File: config.mk
export PLATFORM = sky130hd
export DESIGN_NAME = instr_fetch_unit
export DESIGN_NICKNAME = d
export VERILOG_FILES = /design/src/rtl/instr_fetch_unit.sv
export SDC_FILE = /design/constraint.sdc
export NUM_CORES = 1
export LEC_CHECK = 0
export CAP_MARGIN = 15
export CELL_PAD_IN_SITES_DETAIL_PLACEMENT = 0
export CELL_PAD_IN_SITES_GLOBAL_PLACEMENT = 2
export CORE_MARGIN = 5
export CORE_UTILIZATION = 22
export CTS_CLUSTER_SIZE = 14
export DETAILED_ROUTE_END_ITERATION = 10
export GPL_TIMING_DRIVEN = 1
export PLACE_DENSITY_LB_ADDON = 0.1
export SKIP_CTS_REPAIR_TIMING = 1
export SYNTH_ARGS = -nofsm -noshare
export SYNTH_HDL_FRONTEND = slang
export SYNTH_SLANG_ARGS = --single-unit
File: constraint.sdc
create_clock -name clk -period 2.6 [get_ports clk]
set_clock_uncertainty 0.1 [all_clocks]
set_input_delay 0.26 -clock clk [delete_from_list [all_inputs] [get_ports clk]]
set_output_delay 0.26 -clock clk [all_outputs]
set_load 0.1 [all_outputs]
File: src/rtl/instr_fetch_unit.sv
// Non-pipelined instruction fetch: one request per instruction, the fetched word held for decode
// until it is accepted; the next PC is either sequential or the redirect target.
module instr_fetch_unit #(
    parameter logic [31:0] RESET_PC = 32'h0000_0000
) (
    input  logic        clk,
    input  logic        rst_n,
    output logic        imem_req,
    output logic [31:0] imem_addr,
    input  logic        imem_ack,
    input  logic [31:0] imem_rdata,
    output logic [31:0] instr,
    output logic [5:0]  opcode,
    output logic        instr_valid,
    input  logic        instr_ready,
    input  logic        redirect,
    input  logic [31:0] redirect_target,
    output logic [31:0] pc,
    output logic [31:0] pc_plus4
);

    typedef enum logic [1:0] {
        IDLE  = 2'b00,
        FETCH = 2'b01,
        VALID = 2'b10
    } state_t;

    localparam logic [31:0] WORD_MASK = 32'hFFFF_FFFC;

    state_t      state_q, state_d;
    logic [31:0] pc_q, pc_d;
    logic [31:0] instr_q, instr_d;
    logic [31:0] seq_pc;
    logic        fetch_done;
    logic        accept;

    // Outputs depend only on registered state, so imem_* never reaches decode combinationally.
    assign seq_pc     = pc_q + 32'd4;
    assign fetch_done = (state_q == FETCH) && imem_ack;
    assign accept     = (state_q == VALID) && instr_ready;

    always_comb begin
        state_d = state_q;
        pc_d    = pc_q;
        instr_d = instr_q;
        case (state_q)
            IDLE: begin
                state_d = FETCH;
            end
            FETCH: begin
                if (fetch_done) begin
                    instr_d = imem_rdata;
                    state_d = VALID;
                end
            end
            VALID: begin
                if (accept) begin
                    pc_d    = redirect ? (redirect_target & WORD_MASK) : seq_pc;
                    state_d = FETCH;
                end
            end
            default: begin
                state_d = IDLE;
            end
        endcase
    end

    always_ff @(posedge clk or negedge rst_n) begin
        if (!rst_n) begin
            state_q <= IDLE;
            pc_q    <= RESET_PC;
            instr_q <= 32'h0;
        end else begin
            state_q <= state_d;
            pc_q    <= pc_d;
            instr_q <= instr_d;
        end
    end

    assign imem_req    = (state_q == FETCH);
    assign imem_addr   = pc_q;
    assign instr       = instr_q;
    assign opcode      = instr_q[31:26];
    assign instr_valid = (state_q == VALID);
    assign pc          = pc_q;
    assign pc_plus4    = seq_pc;

endmodule

Word level (Yosys, flattened, before mapping). Cells that the tools add are included.

Register bits: 66. Bits of input ports: 69. Output and inout bits: 136. Word-level logic and storage cells: 18.

Add/sub/neg operators: 1. Equal/unequal tests: 4. Muxes and demuxes: 4. Reduce and logical (&&, ||, !) cells: 6.

Operator list (number): adder 32 x 3 -> 32 bit, second input constant (1); two-way mux 32 bit (1); one-hot mux 2 bit (3 select lines) (1); AND reduction 2 bit (3); two-way mux 2 bit (2); inequality test 2 x 1 -> 1 bit, second input constant (2); equality test 2 x 1 -> 1 bit, second input constant (1); equality test 2 bit, second input constant (1); logical AND 1 bit (2); zero test 2 bit (1).

Longest topological paths before layout. Gate-level depths: netlist of run 1.

Depth in word-level cells: 4. Mapped depth: 7. Depth with buffers taken out: 6.

Worst setup path before layout of run 1. Ideal clock, no wire load.

Path type: register to output. Start: reg pc_q[2], in the netlist imem_addr[2]. End: out pc_plus4[26]. Data arrival time: 3.932 ns. Data required time: 2.240 ns. Path slack: -1.692 ns. Stages on the path, launching flop included: 6. Path buffers: 0. Cells stage by stage: dfrtp_1 ha_1 nand4_1 nor4_4 nand4_1 xnor2_1.

Longest elaborated chain between the ends: 1.

Ends and longest elaborated chain: start, declared (line 31) `logic [31:0] pc_q, pc_d;`; start signal, assigned (line 75) `pc_q <= pc_d;`; adder 32 x 3 -> 32 bit (line 38) `assign seq_pc = pc_q + 32'd4;`; end, declared (line 19) `output logic [31:0] pc_plus4`.

No other way between the ends.

Worst setup path after layout of run 1.
Start: reg pc_q[3], in the netlist imem_addr[3]. End: out pc_plus4[24].

Same word-level chain as after synthesis.

==> results of run 1 <==
## cells by family after synthesis
kind of cell             Yosys count
AO/OA/AOI/OAI                     68
XOR/XNOR                          28
adder cells (fa/ha/maj)            1
buffers and inverters             72
flip-flops                        64
multiplexers                      39
other                              1
AND/OR/NAND/NOR                  129
## cell usage in the layout, fill, tap and decap left out, types with 14 or more instances in the layout
cell	synthesis	routed
buf_4	43	151
clkdlybuf4s50_1	0	64
dfrtp_1	64	36
mux2_2	32	32
nand2_1	34	31
buf_12	0	25
o21ai_0	23	23
nor2_1	21	20
xnor2_4	0	15
a21oi_1	15	15
dfrtp_4	0	15
nand3_1	17	14
## cell type report
type / count / area, µm²
Inverter: 5 / 18.8
Timing Repair Buffer: 248 / 2360
Clock buffer: 10 / 239
Multi-Input combinational cell: 271 / 2390
Clock inverter: 6 / 115
Tap cell: 225 / 282
Sequential cell: 64 / 1670
Fill cell: 1669 / 10200
## state kept, by name, indices dropped and copies added (netlist names)
name / count
imem_addr: 30
instr: 32
state_q: 2
## worst min path at each step
stage          depth (start not counted)            end     start
2_1_floorplan                          0  imem_addr[14]     rst_n
3_3_place_gp                           1       instr[6]     rst_n
3_5_place_dp                           1       instr[6]     rst_n
4_1_cts                                1       instr[6]     rst_n
5_1_grt                                4  imem_addr[24]  redirect
6_report                               4  imem_addr[24]  redirect
## routing by layer
layer / global-route usage [%] / vias to the layer above / wire length [µm]
met5: 0 / - / 0
met2: 21.8 / 121 / 6770
met1: 16.7 / 1759 / 5760
met3: 5.46 / 5 / 1270
li1: - / 1781 / -
met4: 2.85 / 0 / 110
## critical path, stage by stage, from the launching register on
cell and delay (ns):
dfrtp_4 0.46, ha_4 0.18, nand4_1 0.10, buf_6 0.15, nor4_4 0.27, buf_6 0.16
nand3b_1 0.21, xnor2_4 0.24, buf_12 0.19
## through the flow
| step | setup TNS [ns] | hold WS, ns |
|---|---|---|
| after floorplan | -2.74 | -0.136 |
| after global placement | 0 | 0.303 |
| after detailed placement | 0 | 0.303 |
| after CTS | -1.91 | -0.0622 |
| after global routing | -1.21 | 0.369 |
| final | -0.116 | 0.354 |
==> results by group, run 1 <==
Outcome
  • Run status: finished with violations
  • Violated checks: setup timing

Global route
  • First-pass GRT wire length: 21400 µm
  • Largest net degree at the start of global routing: 55
  • Via count of the first global-routing pass: 3730
  • Global-route usage over all layers: 13.4%
  • Remaining Overflow, GRT: 0
  • Initial antenna violation count: 0

Cells and area
  • Layout overhead on the synthesized area: 82.3%
  • Design area: 7070 µm²
  • Share of the core filled with cells: 40.9%
  • Number of nets at the end of the flow: 669
  • Proportion of layout cells with a drive suffix above 1: 51.5%
  • Final non-filler cell total: 829
  • Antenna diode instance count: 0

Worst setup path
  • FF-to-FF setup slack: 0.37 ns
  • Worst Setup Start Kind: flop
  • Required time at the worst-slack endpoint: 2.24 ns
  • Critical path type: flop to primary output
  • Worst Path Arrival: 2.30 ns
  • Length in cells of the worst reg-to-reg path: 10
  • Reg2Reg Launch Point: imem_addr[3]
  • Critical Path Source: imem_addr[3]
  • Terminus of the critical flop-to-flop path: imem_addr[20]
  • Nature of the critical path endpoint: primary output
  • Maximum fanout count along the critical path: 6
  • End of the critical path: pc_plus4[24]

Synthesis
  • Yosys Warn Count: 0
  • Ranking of synthesized cells by area: dfrtp_1, mux2_2, buf_4, xnor2_1, nand2_1
  • Yosys cell types: 48
  • Simple-gate area share of the yosys netlist: 18.7%
  • Most frequent cell after synthesis: dfrtp_1
  • Post-synthesis register bit count: 64
  • Average footprint of a synthesized cell: 9.65 µm²
  • Number of cells produced by synthesis: 402
  • Library cell occupying the most area in the post-synthesis netlist: dfrtp_1
  • Mapped Area: 3880 µm²
  • Multiplexer share of the synthesized area: 11.1%
  • Share of synthesized area occupied by flip-flops and latches: 41.3%
  • Share of the synthesized area in compound gates (AO/OA/AOI/OAI): 10.9%
  • List of most frequent post-synthesis cells: dfrtp_1, buf_4, nand2_1
  • Synthesized-area fraction occupied by xor and xnor cells: 6.32%
  • Ys async rst share: 100%
  • Dominant combinational cell family by area after synthesis: simple AND/OR/NAND/NOR gates
  • Count of flip-flops with a built-in enable after synthesis: 0
  • Adder and majority gate portion of the synthesized area: 0.322%
  • Share of Yosys cell area claimed by the top area cell type: 41.3%
  • Top FF cell, synth: dfrtp_1

Place
  • IO Port Bufs: 196
  • GP Congestion: 0.734
  • Number of cells after detailed placement: 783
  • Placement-stage worst setup slack: 0.0550 ns
  • Post-Place Cell Area: 6430 µm²
  • Dpl hpwl: 10200 µm

CTS
  • CTS buffer count: 9
  • Clock tree from TritonCTS: yes
  • Clock root buffer: clkbuf_16
  • CTS sink cnt: 64
  • Clk buf depth: 2
  • Max H-tree Level: 3
  • Clock latency on the worst-skew pair: 0.33 ns
  • Clock slew at reported path FFs: 0.06 ns

STA
  • Transition time of the tightest slew-check pin: 0.782 ns
  • Post-route minimum period: 2.66 ns
  • Period Utilization, post-route: 102%
  • FMAX: 0.376 GHz
  • Setup ws final: -0.0570 ns
  • Worst-case headroom to the max-slew limit: 47.8%
  • Final number of hold-violating endpoints: 0
  • Setup-failing EPs final: 4
  • Number of slew-limit violations in the final report: 0
  • Setup repair after global routing missed its margin: true

Run
  • Number of maximum-capacitance violations: 0

Hold path
  • Path class of the lowest-slack min-delay path: input pin to flop

Drt
  • Routed WL per cell: 16.8 µm
  • Wire length reported by the detailed router: 13900 µm
  • Via count normalized by instance count: 4.42
  • Drc violations: 0
  • Vias after detailed routing: 3666
  • Detailed Routing Iterations Pass 1: 4
  • Post-route ant nets: 0
  • DRT iter0 DRCs: 109

Die
  • Die W: 143 µm
  • Floorplan row count: 48
  • DIE AREA: 20400 µm²
  • I/O pin count: 205
  • Core Area: 17300 µm²
  • Overall die height: 143 µm
  • Starting density of the core: 22.4%
Power of run 1 is left out: the tool's default activity adds up to more than one toggle a clock period on the data nets, which glitch-free logic cannot reach.
==> run 2: changes to the inputs <==
- SLEW_MARGIN: not set -> 20
- clock period: 2.6 -> 2.7 ns (I/O delays scaled with it)
==> results by group, run 2 (synthesis gave the netlist of run 1 again) <==
Die
  • Die W: 143 µm (unchanged)
  • Overall die height: 143 µm (unchanged)
  • Starting density of the core: 22.4% (unchanged)
  • Core Area: 17300 µm² (unchanged)
  • I/O pin count: 205 (unchanged)
  • DIE AREA: 20400 µm² (unchanged)
  • Floorplan row count: 48 (unchanged)

CTS
  • CTS sink cnt: 64 (unchanged)
  • CTS buffer count: 9 (unchanged)
  • Clock latency on the worst-skew pair: 0.34 ns (about the same)
  • Clock root buffer: clkbuf_16
  • Max H-tree Level: 3 (unchanged)
  • Clock slew at reported path FFs: 0.06 ns (about the same)
  • Clock tree from TritonCTS: yes
  • Clk buf depth: 2 (unchanged)

Worst setup path
  • Most numerous cell on the critical path: nand4_1
  • FF-to-FF setup slack: 0.53 ns (+0.16 ns)
  • Worst Path Arrival: 2.27 ns (-0.03 ns)
  • Reg2Reg Launch Point: imem_addr[2]
  • Bufs and invs on worst path: 3 (unchanged)
  • CP max stage cell: dfrtp_4
  • Critical Path, Cell by Cell: ha_4 > nand4_1 > nor4_4 > buf_4 > nand4_1 > buf_6 > xnor2_4 > buf_12
  • Length in cells of the worst reg-to-reg path: 8 (-2)
  • Kind of cell adding the most delay to the critical path: simple AND/OR/NAND/NOR gates
  • Delay of the slowest critical-path stage: 0.49 ns (+0.03 ns)
  • Worst Setup Start Kind: flop
  • Critical path type: flop to primary output
  • Nature of the critical path endpoint: primary output
  • Terminus of the critical flop-to-flop path: imem_addr[24]
  • Maximum fanout count along the critical path: 7 (+1)
  • Required time at the worst-slack endpoint: 2.33 ns (+0.09 ns)

Cells and area
  • Flip-flop count of the largest register after layout: 32 (unchanged)
  • Number of nets at the end of the flow: 658 (-1.6%)
  • Layout overhead on the synthesized area: 78.1%
  • Antenna diode instance count: 0 (unchanged)
  • Proportion of layout cells with a drive suffix above 1: 50.3% (-1.2 points)
  • Most frequent cells in the layout: buf_4, clkdlybuf4s50_1, dfrtp_1, nand2_1, mux2_2
  • Share of the core filled with cells: 39.9% (-0.95 points)
  • Leading cell type in the layout, fill and taps excluded: buf_4

Drt
  • Wire length reported by the detailed router: 13900 µm (-0.33%)
  • Drc violations: 0 (unchanged)
  • DRT iter0 DRCs: 137 (+26%)
  • Via count normalized by instance count: 4.52 (+2.2%)
  • Detailed Routing Iterations Pass 1: 4 (unchanged)
  • Post-route ant nets: 0 (unchanged)
  • Routed WL per cell: 16.9 µm (+1.0%)
  • Vias after detailed routing: 3697 (+0.85%)

Global route
  • Via count of the first global-routing pass: 3771 (+1.1%)
  • First-pass GRT wire length: 21600 µm (+1.3%)
  • Initial antenna violation count: 1 (+1)
  • Remaining Overflow, GRT: 0 (unchanged)
  • Global-route usage over all layers: 13.6% (+0.27 points)
  • Largest net degree at the start of global routing: 51 (-7.3%)

Place
  • GP Congestion: 0.756 (+3.1%)
  • IO Port Bufs: 196 (unchanged)
  • Dpl hpwl: 10100 µm (-1.0%)

STA
  • Period Utilization, post-route: 98.0%
  • Final hold slack: 0.373 ns (+0.0189 ns)
  • Final total negative setup slack: 0 ns (+0.116 ns)
  • FMAX: 0.378 GHz
  • Post-route minimum period: 2.64 ns
  • Final number of hold-violating endpoints: 0 (unchanged)
  • Worst-case headroom to the max-slew limit: 58.1% (+10 points)
  • Number of slew-limit violations in the final report: 0 (unchanged)
  • Setup repair after global routing missed its margin: true
  • Transition time of the tightest slew-check pin: 0.628 ns (-0.154 ns)
  • Setup-failing EPs final: 0 (-4)

Hold path
  • Path class of the lowest-slack min-delay path: input pin to asynchronous set/reset pin

Outcome
  • Run status: finished clean

Run
  • Number of maximum-capacitance violations: 0 (unchanged)
run 2: worst max path at each step:
stage	startpoint	to	depth (start not counted)
finish	imem_addr[2]	pc_plus4[26]	8
global route	imem_addr[2]	pc_plus4[26]	8
CTS	imem_addr[2]	pc_plus4[22]	6
detailed placement	imem_addr[2]	pc_plus4[22]	6
global placement	imem_addr[2]	pc_plus4[22]	6
floorplan	imem_addr[4]	pc_plus4[23]	7
run 2: final cells by class:
type	count	area, µm²
Timing Repair Buffer	237	2240
Inverter	5	18.8
Clock inverter	7	104
Clock buffer	9	225
Multi-Input combinational cell	271	2360
Sequential cell	64	1670
Tap cell	225	282
Fill cell	1744	10400
run 2: per-stage QoR:
step	std cells	cell area, µm²	worst slack, ns
final	818	6910	0.0552
after global placement	777	6350	0.214
after detailed placement	777	6350	0.198
after CTS	793	6680	-0.179
after global routing	818	6910	-0.0815
after floorplan	407	4470	-0.216
run 2: per-layer routing:
layer  part of all wire, %  GRT usage (%)
met2                    48           22.1
met4                  0.84           3.00
met1                    41           16.6
met3                    10           6.46
met5                 0.050              0
Power of run 2 is left out for the same reason.
==> RTL change 1: new RTL, config.mk and constraints of run 2 <==
Re-encode `state_t` (3 states) as one-hot, 3 bits wide.
--- a/src/rtl/instr_fetch_unit.sv
+++ b/src/rtl/instr_fetch_unit.sv
@@ -21,6 +21,6 @@
 
-    typedef enum logic [1:0] {
-        IDLE  = 2'b00,
-        FETCH = 2'b01,
-        VALID = 2'b10
+    typedef enum logic [2:0] {
+        IDLE  = 3'b001,
+        FETCH = 3'b010,
+        VALID = 3'b100
     } state_t;
Function: same outputs for any inputs over 10 cycles, from zero or initial values and one cycle with rst_n low; not proved beyond that.
==> RTL change 1 against run 2 <==
  * Via count up 2.8%
  * Sequential cell count is 1 higher
  * Worst setup slack worse by 0.050 ns
  * Global-route usage rose by 0.41 points
  * Synthesized area unchanged
  * Worst hold slack lost 0.13 ns
  * Wire length grew 5.0%
  * Design area rose by 1.7%
Power is left out: the tool's default activity adds up to more than one toggle a clock period on the data nets, which glitch-free logic cannot reach.
==> RTL change 1: results (changes against run 2) <==
| Metric | Value |
|---|---|
| Max stage delay on crit path | 0.56 ns (+0.07 ns) |
| Worst Min Path Start | redirect |
| Worst R2R Path Depth | 9 (+1) |
| Pre-CTS WS | 0.242 ns (+0.0437 ns) |
| Critical Path AT | 2.32 ns (+0.05 ns) |
| Synth Flop Type | dfrtp_1 |
| Gate Count Post-Synth | 414 (+3.0%) |
| Cell Area, Placed | 6430 sq um (+1.2%) |
| Clock tree buffer depth | 2 (unchanged) |
| Crit. Startpoint | imem_addr[13]$_DFFE_PN0P_ |
| PortBufs | 196 (unchanged) |
| First-pass GRT wire length | 22000 um (+1.9%) |
| GRT Total Usage | 0.140 (+0.00406) |
| Relative slew slack | 0.590 (+0.00883) |
| Status | complete, no violations |
| FF-to-FF End | imem_addr[26]$_DFFE_PN0P_ |
| Layout cells sized above 1 | 0.503 (+0.000717) |
| Worst Path Max Fanout | 4 (-3) |
| CTS Root Cell | clkbuf_16 |
| Placed Cells | 799 (+2.8%) |
| Pin count of the biggest net entering global routing | 41 (-20%) |
| Sequential area share after synthesis | 0.420 (+0.00677) |
| Htree depth | 3 (unchanged) |
| Routability cong. | 0.720 (-4.8%) |
| Layout fillers | 1703 (-2.4%) |
| Vias in the first global route | 3865 (+2.5%) |
| TritonCTS buffer count | 9 (unchanged) |
| Worst-path clk slew | 0.06 ns (about the same) |
| Distinct cells, synth | 45 (-6.3%) |
| Synth top area cells | dfrtp_1, mux2_2, buf_4 |
| Drt total wl | 14600 um (+5.0%) |
| Synth Warn # | 0 (unchanged) |
| Setup slack, reg-to-reg | 0.35 ns (-0.18 ns) |
| Initial antenna violation count | 1 (unchanged) |
| Hold crit path type | input port to register |
| Final std cells w/o fill | 842 (+2.9%) |
| Synth cell count leaders | dfrtp_1, buf_4, nand2_1 |
| Nets | 681 (+3.5%) |
| DR pass1 iterations | 4 (unchanged) |
| Max reg flops | 32 (unchanged) |
| First-iteration detailed-routing DRC count | 108 (-21%) |
| Critical Path Slowest Stage Cell | or4_4 |
| Final hold slack | 0.238 ns (-0.135 ns) |
| Via Count | 3799 (+2.8%) |
| Register Area | 1700 sq um (+1.7%) |
| Detail Placement HPWL | 10900 um (+7.9%) |
==> RTL change 1: worst register-to-register path, stage by stage, from the launching register on <==
cell,delay (ns)
dfrtp_4,0.44
ha_4,0.14
buf_6,0.11
nand4_1,0.16
nor4_4,0.36
nand4_1,0.14
buf_6,0.16
buf_4,0.13
or4_1,0.46
nand3_1,0.09
==> RTL change 1: how the worst max path moves through the flow <==
| stage | slack, ns | cells after the start | endpoint |
|---|---|---|---|
| floorplan | -0.27 | 5 | pc_plus4[27] |
| global placement | 0.22 | 8 | pc_plus4[29] |
| detailed placement | 0.24 | 8 | pc_plus4[29] |
| CTS | -0.14 | 8 | pc_plus4[29] |
| global route | -0.05 | 5 | pc_plus4[27] |
| finish | 0.005 | 5 | pc_plus4[27] |
==> RTL change 1: layer usage <==
layer / GRT usage / up-vias / share of wire / routed length, um
met5: 0 / - / 0 / 0
met4: 0.0450 / 0 / 0.016 / 238
met3: 0.0328 / 15 / 0.056 / 809
met2: 0.248 / 110 / 0.52 / 7590
met1: 0.168 / 1858 / 0.41 / 5910
li1: - / 1816 / - / -
==> RTL change 1: logic make-up after synthesis <==
| kind of cell | count (synthesis) | synth area share |
|---|---|---|
| xor+xnor | 28 | 0.0632 |
| flops | 65 | 0.420 |
| other cells | 1 | 0.000967 |
| buf+inv | 73 | 0.113 |
| fa+ha+maj | 1 | 0.00322 |
| compound gates | 68 | 0.110 |
| simple gates | 142 | 0.187 |
| mux | 36 | 0.103 |
==> RTL change 1: cell type report <==
class | count | area share
Multi-Input combinational cell | 281 | 0.334
Antenna cell | 1 | 0.000356
Timing Repair Buffer | 249 | 0.338
Tap cell | 225 | 0.0400
Clock inverter | 6 | 0.00961
Inverter | 5 | 0.00267
Sequential cell | 65 | 0.242
Clock buffer | 10 | 0.0326
==> RTL change 2: new RTL, settings of run 2 <==
Without the edit above. Register the input `redirect_target` before use. The logic sees it one clock later. The other inputs are not delayed to match.
--- a/src/rtl/instr_fetch_unit.sv
+++ b/src/rtl/instr_fetch_unit.sv
@@ -29,2 +29,8 @@
 
+    logic [31:0] redirect_target_q;
+
+    always_ff @(posedge clk) begin
+        redirect_target_q <= redirect_target;
+    end
+
     state_t      state_q, state_d;
@@ -57,3 +63,3 @@
                 if (accept) begin
-                    pc_d    = redirect ? (redirect_target & WORD_MASK) : seq_pc;
+                    pc_d    = redirect ? (redirect_target_q & WORD_MASK) : seq_pc;
                     state_d = FETCH;
Check against the original RTL: not equivalent (Yosys sat finds a counterexample within 4 cycles, from zero or initial values and one cycle with rst_n low).
==> RTL change 2 against run 2 <==
  * The flow now finishes with violations (hold timing)
  * Critical endpoint is now pc_plus4[21]
  * Synthesized area rose by 21%
  * Worst hold slack got worse by 0.40 ns
  * Wire length is 20% higher
  * First-iteration DRC count grew 15%
  * Worst setup slack lost 0.032 ns
  * Count of clock-buffer cells in the layout is the same
  * Design area up 13%
  * Sequential cell count is 30 higher
Power is not shown: default switching activity piles up to over one toggle a cycle in this logic, so the estimate is an artifact.
==> RTL change 2: results (changes against run 2) <==
| Metric | Value |
|---|---|
| Status | finished, violations left |
| Violated checks | hold timing |
| Max reg flops | 32 (unchanged) |
| Worst Path Max Fanout | 7 (unchanged) |
| Detail Placement HPWL | 11700 um (+16%) |
| Final Hold Fails | 61 (+61) |
| Vias in the first global route | 4450 (+18%) |
| Placed Cells | 889 (+14%) |
| Pin count of the biggest net entering global routing | 65 (+27%) |
| Clock tree buffer depth | 2 (unchanged) |
| Via Count | 4171 (+13%) |
| Avg WL per Cell | 17.9 um (+5.7%) |
| GRT Total Usage | 0.132 (-0.00415) |
| Critical Path Slowest Stage Cell | or4_4 |
| Cell Area, Placed | 7290 sq um (+15%) |
| Antenna Cells | 0 (unchanged) |
| Hold crit path type | input port to asynchronous set/reset pin |
| Worst-path clk slew | 0.07 ns |
| Max stage delay on crit path | 0.66 ns (+0.17 ns) |
| Gate Count Post-Synth | 466 (+16%) |
| First-iteration detailed-routing DRC count | 157 (+15%) |
| Worst R2R Path Depth | 5 (-3) |
| Least-Margin Pin Slew | 0.948 ns (+0.320 ns) |
| Nets | 719 (+9.3%) |
| Pre-CTS WS | 0.187 ns (-0.0114 ns) |
| Routability cong. | 0.756 (-0.11%) |
| Critical R2R Launch | imem_addr[17]$_DFFE_PN0P_ |
| Synth top area cells | dfrtp_1, dfxtp_1, mux2_2 |
| TritonCTS buffer count | 9 (unchanged) |
| Distinct cells, synth | 57 (+19%) |
| Vias per std cell | 4.49 (-0.66%) |
| Initial antenna violation count | 1 (unchanged) |
| DR pass1 iterations | 4 (unchanged) |
| CTS Root Cell | clkbuf_16 |
| Clk_lat worst skew | 0.35 ns |
| Critical Path AT | 2.31 ns (+0.04 ns) |
| First-pass GRT wire length | 25500 um (+18%) |
| FF-to-FF End | imem_addr[31]$_DFFE_PN0P_ |
| Layout cells sized above 1 | 0.463 (-0.0392) |
| Synth cell count leaders | dfrtp_1, buf_4, mux2_2 |
| Htree depth | 3 (unchanged) |
| Synth async-reset ratio | 0.681 (-0.319) |
| PortBufs | 196 (unchanged) |
| Setup slack, reg-to-reg | 0.46 ns (-0.07 ns) |
| Final hold slack | -0.0266 ns (-0.399 ns) |
| Sequential area share after synthesis | 0.468 (+0.0553) |
## RTL change 2: changes by cell type in the layout (fill, tap and decap cells not counted), moves of 7 or more
cell / delta
dfxtp_1: +30
nand2_1: -14
nand3_1: +8
o21ai_0: -8
o22ai_1: -7
xnor2_4: -7
## RTL change 2: kinds of logic after synthesis
kind of cell / after synthesis / synth area share
simple gates: 142 / 0.174
flops: 94 / 0.468
buf+inv: 88 / 0.107
compound gates: 78 / 0.114
mux: 35 / 0.0830
xor+xnor: 27 / 0.0503
fa+ha+maj: 1 / 0.00266
other cells: 1 / 0.000797
## RTL change 2: layout make-up
class	count	area, sq um
clock buffers	9	225
clock inverters	7	63.8
fillers	2079	13200
inverters	11	41.3
multi-input cells	290	2530
flip-flops and latches	94	2260
well taps	275	344
repair buffers	243	2340
## RTL change 2: worst max-delay path by stage
stage                              start      endpoint  slack [ns]  cells past startpoint
6_report       imem_addr[11]$_DFFE_PN0P_  pc_plus4[21]        0.02                      5
5_1_grt         imem_addr[2]$_DFFE_PN0P_  pc_plus4[28]       -0.07                      8
4_1_cts         imem_addr[2]$_DFFE_PN0P_  pc_plus4[28]       -0.20                      7
3_5_place_dp    imem_addr[2]$_DFFE_PN0P_  pc_plus4[28]        0.19                      7
3_3_place_gp    imem_addr[2]$_DFFE_PN0P_  pc_plus4[28]        0.21                      7
2_1_floorplan   imem_addr[2]$_DFFE_PN0P_  pc_plus4[24]       -0.34                      6
## RTL change 2: per-layer routing
layer	track usage	routed length, um
met4	0.0405	226
met1	0.168	6980
met5	0	12
met2	0.204	7750
met3	0.0570	1670
## RTL change 2: worst max-delay path: cells and delay by family, from the launching register on
family	cells	cell delay (ns)
and+or+nand+nor	3	1.13
buffers and inverters	1	0.20
DFF	1	0.45
xor gates and xnor gates	1	0.18
